File: src/rtl/sysid_verify_pkg.sv
// rtl/sysid_verify_pkg.sv - shared types and constants for the system-ID verify sequencer
package sysid_verify_pkg;

  typedef enum logic [2:0] {
    IDLE,
    RD_ID,
    RD_TS,
    CHECK,
    BACKOFF,
    DONE
  } state_t;

  localparam logic [1:0] ERR_NONE    = 2'd0;
  localparam logic [1:0] ERR_ID      = 2'd1;
  localparam logic [1:0] ERR_TS      = 2'd2;
  localparam logic [1:0] ERR_TIMEOUT = 2'd3;

  localparam logic [31:0] DEFAULT_EXPECTED_ID        = 32'h0000_0000;
  localparam logic [31:0] DEFAULT_EXPECTED_TIMESTAMP = 32'h582F_8372;

endpackage

File: src/rtl/sysid_timeout_cnt.sv
// rtl/sysid_timeout_cnt.sv - saturating stall counter with expiry flag at LIMIT
module sysid_timeout_cnt #(
  parameter int LIMIT = 255,
  parameter int W     = $clog2(LIMIT + 1)
) (
  input  logic clock,
  input  logic reset_n,
  input  logic clr,
  input  logic en,
  output logic expired
);

  localparam logic [W-1:0] LIM    = W'(LIMIT);
  localparam logic [W-1:0] LIM_M1 = W'(LIMIT - 1);

  logic [W-1:0] cnt;

  always_ff @(posedge clock) begin
    if (!reset_n || clr) begin
      cnt <= '0;
    end else if (en && cnt != LIM) begin
      cnt <= cnt + 1'b1;
    end
  end

  // Flags the stall cycle that brings the count up to LIMIT, so the FSM
  // can leave the read on that same edge.
  assign expired = en && (cnt >= LIM_M1);

endmodule

File: src/rtl/sysid_verify_ctrl.sv
// rtl/sysid_verify_ctrl.sv - post-reset system-ID read and compare sequencer
module sysid_verify_ctrl
  import sysid_verify_pkg::*;
#(
  parameter logic [31:0] EXPECTED_ID        = DEFAULT_EXPECTED_ID,
  parameter logic [31:0] EXPECTED_TIMESTAMP = DEFAULT_EXPECTED_TIMESTAMP,
  parameter int          TIMEOUT_CYCLES     = 255,
  parameter int          MAX_RETRIES        = 3,
  parameter bit          AUTO_START         = 1'b1
) (
  input  logic        clock,
  input  logic        reset_n,
  input  logic        start,
  output logic        m_address,
  output logic        m_read,
  input  logic        m_waitrequest,
  input  logic [31:0] m_readdata,
  output logic        busy,
  output logic        done,
  output logic        pass,
  output logic [1:0]  error_code,
  output logic [31:0] id_value,
  output logic [31:0] timestamp_value
);

  state_t     state;
  logic [3:0] retries;
  logic       auto_pend;
  logic       stall;
  logic       to_expired;

  assign stall = m_read && m_waitrequest;

  sysid_timeout_cnt #(
    .LIMIT(TIMEOUT_CYCLES)
  ) u_timeout (
    .clock  (clock),
    .reset_n(reset_n),
    .clr    (!stall),
    .en     (stall),
    .expired(to_expired)
  );

  always_ff @(posedge clock) begin
    if (!reset_n) begin
      state           <= IDLE;
      retries         <= 4'd0;
      auto_pend       <= AUTO_START;
      m_address       <= 1'b0;
      m_read          <= 1'b0;
      busy            <= 1'b0;
      done            <= 1'b0;
      pass            <= 1'b0;
      error_code      <= ERR_NONE;
      id_value        <= 32'd0;
      timestamp_value <= 32'd0;
    end else begin
      case (state)
        IDLE, DONE: begin
          if (start || auto_pend) begin
            auto_pend  <= 1'b0;
            state      <= RD_ID;
            m_read     <= 1'b1;
            m_address  <= 1'b0;
            busy       <= 1'b1;
            done       <= 1'b0;
            pass       <= 1'b0;
            error_code <= ERR_NONE;
            retries    <= 4'd0;
          end
        end
        RD_ID, RD_TS: begin
          if (!m_waitrequest) begin
            if (state == RD_ID) begin
              id_value  <= m_readdata;
              m_address <= 1'b1;
              state     <= RD_TS;
            end else begin
              timestamp_value <= m_readdata;
              m_read          <= 1'b0;
              m_address       <= 1'b0;
              state           <= CHECK;
            end
          end else if (to_expired) begin
            m_read    <= 1'b0;
            m_address <= 1'b0;
            if (retries < 4'(MAX_RETRIES)) begin
              retries <= retries + 4'd1;
              state   <= BACKOFF;
            end else begin
              state      <= DONE;
              done       <= 1'b1;
              busy       <= 1'b0;
              pass       <= 1'b0;
              error_code <= ERR_TIMEOUT;
            end
          end
        end
        BACKOFF: begin
          m_read    <= 1'b1;
          m_address <= 1'b0;
          state     <= RD_ID;
        end
        CHECK: begin
          // ID mismatch takes priority over a timestamp mismatch
          state <= DONE;
          done  <= 1'b1;
          busy  <= 1'b0;
          if (id_value != EXPECTED_ID) begin
            error_code <= ERR_ID;
          end else if (timestamp_value != EXPECTED_TIMESTAMP) begin
            error_code <= ERR_TS;
          end else begin
            error_code <= ERR_NONE;
            pass       <= 1'b1;
          end
        end
        default: state <= IDLE;
      endcase
    end
  end

endmodule
File: config.mk
export PLATFORM = sky130hd
export DESIGN_NAME = sysid_verify_ctrl
export DESIGN_NICKNAME = d
export VERILOG_FILES = /design/src/rtl/sysid_verify_pkg.sv /design/src/rtl/sysid_timeout_cnt.sv /design/src/rtl/sysid_verify_ctrl.sv
export SDC_FILE = /design/constraint.sdc
export NUM_CORES = 1
export LEC_CHECK = 0
export ABC_AREA = 0
export BUFFER_PORTS_ARGS = -buffer_cell sky130_fd_sc_hd__buf_2
export CAP_MARGIN = 20
export CORE_ASPECT_RATIO = 1.75
export CORE_MARGIN = 2
export CORE_UTILIZATION = 55
export CTS_CLUSTER_SIZE = 12
export DETAILED_ROUTE_END_ITERATION = 10
export PLACE_DENSITY = 0.85
export REMOVE_ABC_BUFFERS = 1
export SYNTH_ARGS = -nofsm -noshare
export SYNTH_HDL_FRONTEND = slang
export SYNTH_SLANG_ARGS = --single-unit
File: constraint.sdc
create_clock -name clock -period 3.7 [get_ports clock]
set_input_delay 0.37 -clock clock [delete_from_list [all_inputs] [get_ports clock]]
set_output_delay 0.37 -clock clock [all_outputs]
set_load 0.05 [all_outputs]
### Word level (Yosys, flattened, before mapping)

Index checks and enable logic that the tools add are counted.

| word-level totals | value |
|---|---|
| bits of input ports | 36 |
| output and inout bits | 71 |
| logic and storage cells | 95 |
| flip-flop bits (word level) | 87 |

| cells by class | value |
|---|---|
| add/sub/neg operators | 2 |
| magnitude comparators | 2 |
| reduce and logical (&&, ||, !) cells | 23 |
| eq/ne operators | 16 |
| multiplexer cells | 38 |
| bitwise logic cells | 2 |

Operators by type and width:

| operator | count |
|---|---|
| 32-bit by 31-bit inequality test with 1-bit output (second input constant) | 1 |
| 32-bit nonzero test | 1 |
| 1-bit two-way mux | 17 |
| 4-bit two-way mux | 4 |
| 1-bit case mux with 3 select lines | 5 |
| 2-bit inequality test (second input constant) | 7 |
| 2-bit two-way mux | 6 |
| 3-bit case mux with 4 select lines | 1 |
| 5-bit AND reduction | 2 |
| 3-bit two-way mux | 3 |
| 3-bit AND reduction | 3 |
| 8-bit by 1-bit adder with 8-bit output (second input constant) | 1 |
| 8-bit >= comparator (second input constant) | 1 |
| 8-bit inequality test (second input constant) | 1 |
| 4-bit case mux with 2 select lines | 1 |
| 7-bit AND reduction | 1 |
| 3-bit by 2-bit equality test with 1-bit output (second input constant) | 2 |
| 3-bit equality test (second input constant) | 2 |
| 3-bit inequality test (second input constant) | 2 |
| 2-bit case mux with 3 select lines | 1 |
| 3-bit nonzero test | 2 |
| 4-bit by 1-bit adder with 4-bit output (second input constant) | 1 |
| 4-bit by 2-bit < comparator with 1-bit output (second input constant) | 1 |
| 2-bit AND reduction | 2 |
| other kinds (9) | 15 |

### Longest topological paths before layout

Gate-level depths: netlist of run 1.

| depth | value |
|---|---|
| depth after elaboration | 5 |
| depth in mapped cells | 8 |
| depth with buffers taken out | 7 |

### Modules after synthesis

From an unflattened synthesis of run 1, not the netlist that was laid out.

| second synthesis, totals | value |
|---|---|
| cell total of the unflattened synthesis | 443 |
| area, all modules | 3602.2 µm² |

Modules (own cells, without submodules):

| module | area each (µm²) | instances | cells an instance |
|---|---|---|---|
| sysid_verify_ctrl | 3158.0 | 1 | 391 |
| sysid_timeout_cnt | 444.2 | 1 | 52 |

### Least setup slack after synthesis of run 1

Ideal clock, no wire load.

| path | value |
|---|---|
| path kind | reg2reg |
| start point | reg m_read |
| end point | reg error_code[0] |
| data required time | 3.585 ns |
| period minus slack after synthesis | 2.090 ns |
| setup slack | 1.610 ns |
| stages on the path, launching flop included | 7 |
| library setup time | 0.115 ns |
| arrival | 1.974 ns |
| cell sequence | dfxtp_1 o211ai_1 or3_1 buf_6 a211o_1 and3_1 a31o_1 |

| between the ends | value |
|---|---|
| word-level cells in the longest chain between the ends | 4 |

Ends and longest elaborated chain:

| item | RTL line | source |
|---|---|---|
| from (decl) | sysid_verify_ctrl.sv:15 | `output logic m_read,` |
| from (signal assigned) | sysid_verify_ctrl.sv:50 | `m_read <= 1'b0;` |
| from (signal assigned) | sysid_verify_ctrl.sv:63 | `m_read <= 1'b1;` |
| from (signal assigned) | sysid_verify_ctrl.sv:80 | `m_read <= 1'b0;` |
| 1-bit logical AND | sysid_verify_ctrl.sv:32 | `assign stall = m_read && m_waitrequest;` |
| 1-bit logical AND | sysid_timeout_cnt.sv:28 | `assign expired = en && (cnt >= LIM_M1);` |
| 2-bit inequality test (no line) | -- |  |
| 5-bit AND reduction (no line) | -- |  |
| to (signal assigned) | sysid_verify_ctrl.sv:54 | `error_code <= ERR_NONE;` |
| to (signal assigned) | sysid_verify_ctrl.sv:68 | `error_code <= ERR_NONE;` |
| to (signal assigned) | sysid_verify_ctrl.sv:95 | `error_code <= ERR_TIMEOUT;` |
| to (decl) | sysid_verify_ctrl.sv:21 | `output logic [1:0] error_code,` |

No other way between the ends.
A chain may end at the register's enable or synchronous reset.

### Final worst setup path of run 1

| path | value |
|---|---|
| start point | reg state[0] |
| end point | reg id_value[6] |

| between the ends | value |
|---|---|
| word-level cells in the longest chain between the ends | 3 |
| elaborated cells on any way between the ends | 4 |

Ends and longest elaborated chain:

| item | RTL line | source |
|---|---|---|
| from (decl) | sysid_verify_ctrl.sv:26 | `state_t state;` |
| from (signal assigned) | sysid_verify_ctrl.sv:46 | `state <= IDLE;` |
| from (signal assigned) | sysid_verify_ctrl.sv:62 | `state <= RD_ID;` |
| from (signal assigned) | sysid_verify_ctrl.sv:77 | `state <= RD_TS;` |
| 3-bit by 1-bit equality test with 1-bit output / 3-bit by 2-bit equality test with 1-bit output (equally long branches) | sysid_verify_ctrl.sv:58, sysid_verify_ctrl.sv:74 |  |
| 2-bit OR reduction | sysid_verify_ctrl.sv:58 | `case (state)` |
| 3-bit AND reduction (no line) (*) | -- |  |
| to (signal assigned) | sysid_verify_ctrl.sv:75 | `id_value <= m_readdata;` |
| to (decl) | sysid_verify_ctrl.sv:22 | `output logic [31:0] id_value,` |

Mark *: on every way between the ends. The rest lies on a longest branch, timed or not.

==> impl_metrics.yaml, run 1 <==
cells_and_area:
  fin_nets: 572
  antennaDiodeCount: 0
  final_util_pct: 69.9
  drive_above_1_share_pct: 24.7
  syn_to_final_growth_pct: 23.3
  seq_area_um2: 1740
  fillerInstances: 516
  multiInputGateArea_um2: 1650
synth:
  yosysMostFrequentCell: "nand2_1"
  async_flop_share_pct: 0
  synthCells: 441
  synth_top_cells_by_area: "dfxtp_1, nand2_1, a21oi_1, clkbuf_1, nor2_1"
  synth-seq-cells: 87
  synth.avg_cell_area_um2: 8.01
  seq_area_frac_synth_pct: 49.3
  synth_top_area_share_pct: 49.3
  syn_area_um2: 3530
  synthTopCellsByCount: "nand2_1, dfxtp_1, a21oi_1, clkbuf_1, nor2_1"
  synth_ff_type: "dfxtp_1"
  synth_warnings: 0
  synth_top_cell_by_area: "dfxtp_1"
  synth_cell_types: 46
  synth_edf_count: 0
worst_hold_path:
  hp-class: "in2reg"
  whs_endpoint: "id_value[16]"
  hp-start: "m_readdata[16]"
  holdPathStages: 3
setup_path:
  crit_slowest_cell: "nor2_2"
  r2r_cells: 5
  end_kind: "flop"
  reg2reg_to: "id_value[6]"
  crit_fanout: 17
  start_kind: "flop"
  max_stage_delay_ns: 0.57
  worstPathRequired_ns: 3.99
  rrSetupSlack_ns: 1.47
  reg2reg_from: "state[0]"
  cp_cell_sequence: "or3b_1 -> nor2_2 -> buf_4 -> nand2_1 -> a21oi_1"
  criticalPathCategory: "reg2reg"
  arrival_ns: 2.52
  crit_start: "state[0]"
timing:
  finalHoldViolCount: 0
  fmax_mhz: 449
  rsz0062_at_grt: "no"
  tightest_slew_ns: 0.711
  period_needed_ns: 2.23
  setup_tns_ns: 0
  maxSlewHeadroom_pct: 52.5
  fin_crit_sh_pct: 60.2
  skew_ns: 0.00802
  maxSlewViolCount: 0
  setup_viol: 0
floorplan:
  start_util_pct: 56.7
  placement_rows: 38
  die_area_um2: 7100
  coreArea_um2: 6230
  die_h_um: 110
  ios: 107
  fp.dieW_um: 64.6
power:
  leakagePower_nw: 1.82
  p_per_area_nw_per_um2: 515
  vdd_drop_max_mv: 0.365
clock_tree:
  path_clk_slew_ns: 0.09
  cts.path.max_buffers: 2
  cts_buffers: 9
  cts_setup_buffers: 0
  cts_resized: 0
  cts_tree: "yes"
  holdBufCountCts: 0
  h-tree-depth: 3
  clk_latency_ns: 0.36
  cts_root_buf: "clkbuf_8"
  numClockSinks: 87
grt:
  grt_pass1_wl_mm: 14.8
  grt_overflow: 0
  grt_use_total_pct: 27.1
  antenna_found_initial: 0
  grt_max_degree: 69
  grt_pass1_vias: 3262
route:
  dr.pass1.iters: 5
  wl_per_cell_um: 15.1
  routed_wl_mm: 9.31
  routed_via_density: 5.58
  first_iter_violations: 189
  antenna_left: 0
  remaining_drc_errors: 0
  via_count: 3450
run_status:
  status: "completed"
job:
  maxCapViolCount: 0
placed_design:
  numPortBuffers: 106
  hpwl_mm: 6.52
  gp_congestion: 0.847
==> kinds of logic (layout without fill, tap and decap cells) <==
kind of cell	count (synthesis)	after routing	share of synthesized area (%)
multiplexers	3	3	0.850
AND/OR/NAND/NOR	209	209	26.4
adder cells (fa/ha/maj)	5	5	1.63
XOR/XNOR	7	7	1.74
buffers and inverters	34	131	4.08
flip-flops	87	87	49.3
AO/OA/AOI/OAI	96	96	15.9
==> cell usage in the layout (no fill, tap or decap), types with 4 or more instances in the layout <==
cell type	instances
inv_1	4
dfxtp_1	87
xor2_1	5
nand2_1	141
nor4_1	9
nor2_1	18
clkbuf_8	10
buf_2	106
nand3_1	4
or3_1	6
nand4_1	7
o21ai_0	4
a21oi_1	71
==> state kept, by name (all words and copies together) (netlist names) <==
name / count
auto_pend: 1
busy: 1
done: 1
error_code: 2
id_value: 32
m_address: 1
m_read: 1
pass: 1
retries: 4
state: 3
timestamp_value: 32
u_timeout.cnt: 8
==> worst max path at each step <==
stage | end | slack [ns]
2_1_floorplan | timestamp_value[0] | 1.05
3_3_place_gp | id_value[24] | 1.60
3_5_place_dp | timestamp_value[12] | 1.51
4_1_cts | timestamp_value[12] | 1.49
5_1_grt | id_value[26] | 1.28
6_report | id_value[6] | 1.47
==> routing by layer <==
layer  global-route usage [%]  share of wire [%]  up-vias
li1                         -                  -     1680
met1                     29.0                 38     1634
met2                     47.2                 52      112
met3                     8.63                6.9       24
met4                     14.3                3.5        0
met5                        0                  0        -
==> critical path: cells and delay by family, from the launching register on <==
kind | cells | cell delay [ns]
DFF | 1 | 0.54
and+or+nand+nor | 3 | 1.11
buffers and inverters | 1 | 0.35
AOI/OAI and AO/OA | 1 | 0.14
==> metrics by stage <==
stage	std cells	cell area (um^2)	worst slack, ns	total power [mW]	hold WS, ns
4_1_cts	616	4310	1.49	2.25	0.234
3_3_place_gp	600	4060	1.60	1.45	0.413
5_1_grt	618	4350	1.28	2.33	0.238
3_5_place_dp	600	4060	1.51	1.46	0.417
6_report	618	4350	1.47	2.24	0.244
2_1_floorplan	412	3410	1.05	1.33	0.406
==> final cells by class <==
cell class / instances / share of cell area (%)
Tap cell: 80 / 2.30
Multi-Input combinational cell: 320 / 38.0
Sequential cell: 87 / 40.0
Clock buffer: 11 / 3.25
Clock inverter: 5 / 2.41
Inverter: 5 / 0.431
Timing Repair Buffer: 110 / 13.6
==> report_power, final <==
group | internal (mW) | switching, mW
clock | 0.467 | 0.335
combinational | 0.120 | 0.296
sequential | 0.983 | 0.0428
(Power assumes the default switching activity.)
==> run 2, diff against run 1 <==
--- a/config.mk
+++ b/config.mk
@@ -10,10 +10,10 @@
 export CAP_MARGIN = 20
 export CORE_ASPECT_RATIO = 1.75
 export CORE_MARGIN = 2
-export CORE_UTILIZATION = 55
+export CORE_UTILIZATION = 46
 export CTS_CLUSTER_SIZE = 12
 export DETAILED_ROUTE_END_ITERATION = 10
-export PLACE_DENSITY = 0.85
+export PLACE_DENSITY = 0.76
 export REMOVE_ABC_BUFFERS = 1
 export SYNTH_ARGS = -nofsm -noshare
 export SYNTH_HDL_FRONTEND = slang
==> constraint.sdc (replaced) <==
create_clock -name clock -period 1.81 [get_ports clock]
set_input_delay 0.181 -clock clock [delete_from_list [all_inputs] [get_ports clock]]
set_output_delay 0.181 -clock clock [all_outputs]
set_load 0.05 [all_outputs]
==> impl_metrics.yaml, run 2 (same netlist as run 1, synthesis figures left out) <==
grt:
  grt_use_total_pct: 24.2
  antenna_found_initial: 0
  grt_pass1_wl_mm: 16.1
  grt_overflow: 0
  grt_max_degree: 41
  grt_pass1_vias: 3440
worst_hold_path:
  hp-class: "in2reg"
  holdPathStages: 3
clock_tree:
  cts_root_buf: "clkbuf_16"
  clk_latency_ns: 0.34
  cts_tree: "yes"
  cts_buffers: 9
  h-tree-depth: 3
  cts.path.max_buffers: 2
  numClockSinks: 87
  path_clk_slew_ns: 0.07
  holdBufCountCts: 0
floorplan:
  die_h_um: 120
  ios: 107
  fp.dieW_um: 70.2
  die_area_um2: 8420
  start_util_pct: 47.0
  placement_rows: 42
  coreArea_um2: 7510
setup_path:
  crit_family: "simple AND/OR/NAND/NOR gates"
  r2r_cells: 6
  arrival_ns: 2.11
  crit_slowest_cell: "or4_4"
  cp.depth: 6
  critPathBufInv: 0
  max_stage_delay_ns: 0.42
  end_kind: "flop"
  cp_cell_sequence: "ha_2 -> or3_4 -> or4_4 -> a211o_1 -> nand2_2 -> mux2i_1"
  criticalPathCategory: "reg2reg"
  worstPathRequired_ns: 2.07
  crit_fanout: 3
  start_kind: "flop"
timing:
  fmax_mhz: 540
  finalHoldViolCount: 0
  setup_viol: 3
  holdWs_ns: 0.0890
  fin_crit_sh_pct: 102
  maxSlewViolCount: 0
  period_needed_ns: 1.85
  maxSlewHeadroom_pct: 64.6
  skew_ns: 0.00531
  tightest_slew_ns: 0.530
  rsz0062_at_grt: "yes"
  setup_ws_ns: -0.0420
cells_and_area:
  fin_nets: 596
  drive_above_1_share_pct: 31.0
  largestRegisters: "id_value x32, timestamp_value x32, u_timeout.cnt x8"
  fin_area_um2: 4700
  mostFrequentLayoutCell: "nand2_1"
  most-common-layout-cells: "nand2_1, buf_2, dfxtp_1"
  syn_to_final_growth_pct: 33.1
  antennaDiodeCount: 0
  final_util_pct: 62.5
power:
  leakagePower_nw: 1.99
  swShare_pct: 30.7
  power_frac_seq_pct: 42.3
  p_per_area_nw_per_um2: 1050
  p_comb_share_pct: 19.4
  clockPowerShare_pct: 38.3
  vdd_drop_max_mv: 0.870
  netSwitchingPower_mw: 1.52
  internal-power_mw: 3.42
route:
  routed_via_density: 5.40
  wl_per_cell_um: 15.3
  dr.pass1.iters: 4
  antenna_left: 0
  remaining_drc_errors: 0
  routed_wl_mm: 9.91
  first_iter_violations: 159
  via_count: 3511
placed_design:
  gp_congestion: 0.879
  hpwl_mm: 7.22
  numPortBuffers: 106
  placed_area_um2: 4320
run_status:
  status: "finished, violations left"
  violations: "negative setup slack"
job:
  maxCapViolCount: 0
==> run 2: changes by cell type in the layout (fill, tap and decap cells not counted), moves of 3 or more <==
cell / previous run / this run
dfxtp_1: 87 / 84
or3_4: 0 / 3
or3_1: 6 / 3
clkbuf_8: 10 / 0
dfxtp_2: 0 / 3
buf_4: 2 / 23
buf_12: 1 / 5
clkbuf_16: 0 / 9
==> run 2: repair_timing <==
action	CTS	global route
gates resized for setup	7	11
endpoints found under the setup margin	9	10
cloned	0	0
pin swaps	2	5
buffers inserted	1	0
==> run 2: cell type report <==
cell class	count	area (um^2)
clock buffer	10	229
clock inverter	6	76.3
fill	645	2820
inverter	5	18.8
multi-input combinational	320	1720
sequential	87	1750
tap	88	110
timing repair buffer	134	803
==> run 2: power groups by stage <==
stage	registers, mW	logic (mW)	clock network (mW)
2_1_floorplan	2.40	0.324	0
3_3_place_gp	2.12	0.930	0
3_5_place_dp	2.13	0.942	0
4_1_cts	2.09	0.951	1.92
5_1_grt	2.10	1.03	1.99
6_report	2.09	0.957	1.89
==> run 2: metrics by stage <==
stage | std cells | TNS (ns) | total power [mW] | worst slack [ns]
after detailed placement | 633 | -0.555 | 3.07 | -0.125
final | 650 | -0.0992 | 4.93 | -0.0420
after floorplan | 412 | -43.63 | 2.73 | -0.840
after global placement | 633 | -0.209 | 3.05 | -0.0642
after CTS | 650 | -0.0936 | 4.96 | -0.0435
after global routing | 650 | -0.586 | 5.12 | -0.111
==> run 2: routing by layer <==
| layer | track usage [%] | share of wire [%] | wire length, um | up-vias |
|---|---|---|---|---|
| li1 | - | - | - | 1730 |
| met1 | 25.6 | 36 | 3580 | 1617 |
| met2 | 43.0 | 54 | 5350 | 138 |
| met3 | 6.63 | 6.6 | 658 | 26 |
| met4 | 12.6 | 3.3 | 329 | 0 |
| met5 | 0 | 0 | 0 | - |
==> run 2: final timing paths <==
kind,from,to,slack (ns)
worst max-delay path,retries[0],retries[1],-0.04
worst min-delay path,m_readdata[28],timestamp_value[28],0.09
worst max register to register,retries[0],retries[1],-0.04
worst min register to register,retries[2],retries[2],0.44
==> run 2: worst register-to-register path, delay by kind of cell, from the launching register on <==
kind	cells	cell delay [ns]
fa+ha+maj	1	0.17
flops	1	0.33
mux	1	0.19
simple gates	3	0.84
compound gates	1	0.25
==> run 3, diff against run 2 <==
--- a/config.mk
+++ b/config.mk
@@ -13,8 +13,9 @@
 export CORE_UTILIZATION = 46
 export CTS_CLUSTER_SIZE = 12
 export DETAILED_ROUTE_END_ITERATION = 10
-export PLACE_DENSITY = 0.76
+export PLACE_DENSITY = 0.83
 export REMOVE_ABC_BUFFERS = 1
+export SLEW_MARGIN = 30
 export SYNTH_ARGS = -nofsm -noshare
 export SYNTH_HDL_FRONTEND = slang
 export SYNTH_SLANG_ARGS = --single-unit
==> impl_metrics.yaml, run 3 (same netlist as run 1, synthesis figures left out) <==
run_status:
  status: "finished, violations left"
  violations: "negative setup slack"
cells_and_area:
  fillerInstances: 638
  multiInputGateArea_um2: 1720
  seq_area_um2: 1750
  drive_above_1_share_pct: 32.2
  fin_nets: 605
  most-common-layout-cells: "nand2_1, buf_2, dfxtp_1"
  antennaDiodeCount: 0
  syn_to_final_growth_pct: 35.1
  mostFrequentLayoutCell: "nand2_1"
  fin_cells: 657
  largestRegisters: "id_value x32, timestamp_value x32, u_timeout.cnt x8"
  fin_area_um2: 4770
route:
  routed_via_density: 5.48
  remaining_drc_errors: 0
  via_count: 3598
  first_iter_violations: 199
  dr.pass1.iters: 5
  wl_per_cell_um: 15.8
  routed_wl_mm: 10.4
  antenna_left: 0
timing:
  setup_viol: 7
  skew_ns: 0.00543
  maxSlewHeadroom_pct: 60.9
  setup_ws_ns: -0.0749
  rsz0062_at_grt: "yes"
  maxSlewViolCount: 0
  setup_tns_ns: -0.342
  fmax_mhz: 531
  tightest_slew_ns: 0.581
  period_needed_ns: 1.88
  fin_crit_sh_pct: 104
  finalHoldViolCount: 0
placed_design:
  post-place-cells: 638
  placed_area_um2: 4360
  numPortBuffers: 106
  gp_congestion: 0.903
  hpwl_mm: 7.44
clock_tree:
  cts_root_buf: "clkbuf_16"
  numClockSinks: 87
  cts.path.max_buffers: 2
  clk_latency_ns: 0.34
  path_clk_slew_ns: 0.06
  cts_buffers: 9
  h-tree-depth: 3
  cts_tree: "yes"
setup_path:
  end_kind: "flop"
  crit_fanout: 5
  worstPathRequired_ns: 2.02
  max_stage_delay_ns: 0.37
  crit_slowest_cell: "or3_4"
  arrival_ns: 2.09
  start_kind: "flop"
  critPathBufInv: 2
  criticalPathCategory: "reg2reg"
  crit_family: "compound AO/OA/AOI/OAI gates"
  cp_cell_sequence: "inv_2 -> ha_4 -> o211ai_1 -> or3_4 -> buf_6 -> a211oi_4 -> mux2i_1 -> o22ai_1"
floorplan:
  die_area_um2: 8420
  ios: 107
  coreArea_um2: 7510
  die_h_um: 120
  fp.dieW_um: 70.2
  placement_rows: 42
  start_util_pct: 47.0
grt:
  grt_max_degree: 46
  grt_pass1_wl_mm: 16.5
  grt_overflow: 0
  grt_use_total_pct: 24.6
  antenna_found_initial: 0
  grt_pass1_vias: 3604
worst_hold_path:
  hp-class: "in2reg"
power:
  p_per_area_nw_per_um2: 1040
  vdd_drop_max_mv: 0.796
  leakagePower_nw: 2.02
job:
  maxCapViolCount: 0
[run 3: worst reg2reg max path: stages, from the launching register on]
cell	delay, ns
dfxtp_2	0.32
inv_2	0.06
ha_4	0.11
o211ai_1	0.12
or3_4	0.37
buf_6	0.15
a211oi_4	0.30
mux2i_1	0.24
o22ai_1	0.09
[run 3: worst paths after layout]
kind                                       to  slack (ns)        startpoint  depth (start not counted)
worst max-delay path            error_code[1]       -0.07  u_timeout.cnt[0]                          8
worst min-delay path              id_value[5]        0.09     m_readdata[5]                          3
worst max register to register  error_code[1]       -0.07  u_timeout.cnt[0]                          8
worst min register to register     retries[2]        0.44        retries[2]                          2
[run 3: through the flow]
stage | hold slack (ns) | total power [mW] | worst slack, ns | utilization (%)
6_report | 0.0862 | 4.96 | -0.0749 | 63.5
4_1_cts | 0.0765 | 4.96 | -0.0648 | 62.8
5_1_grt | 0.0893 | 5.13 | -0.122 | 63.5
3_5_place_dp | 0.420 | 3.10 | -0.116 | 58.0
3_3_place_gp | 0.414 | 3.08 | -0.0503 | 58.0
2_1_floorplan | 0.243 | 2.73 | -0.840 | -
[run 3: routing by layer]
layer  up-vias  global-route usage, %  share of wire, %
met4         0                   10.6               2.6
li1       1742                      -                 -
met2       122                   44.8                53
met3        22                   5.96               6.9
met1      1712                   26.4                37
met5         -                      0                 0
[run 3: area by class of cell]
type	instances	share of cell area [%]
clock buffer	10	5.01
clock inverter	4	1.18
inverter	5	0.393
multi-input combinational	320	36.0
sequential	87	36.6
tap	88	2.31
timing repair buffer	143	18.5
[run 3: what timing repair did]
item	CTS	global route
hold buffers	0	0
endpoints found under the setup margin	6	15
buffers inserted	3	2
pin swaps	12	11
resized for setup	11	12
[run 3: power by group]
| part | switching [mW] | leakage [nW] | internal [mW] | total, mW |
|---|---|---|---|---|
| Combinational | 0.675 | 1.17 | 0.350 | 1.03 |
| Clock | 0.743 | 0.145 | 1.10 | 1.84 |
| Sequential | 0.0757 | 0.707 | 2.01 | 2.09 |
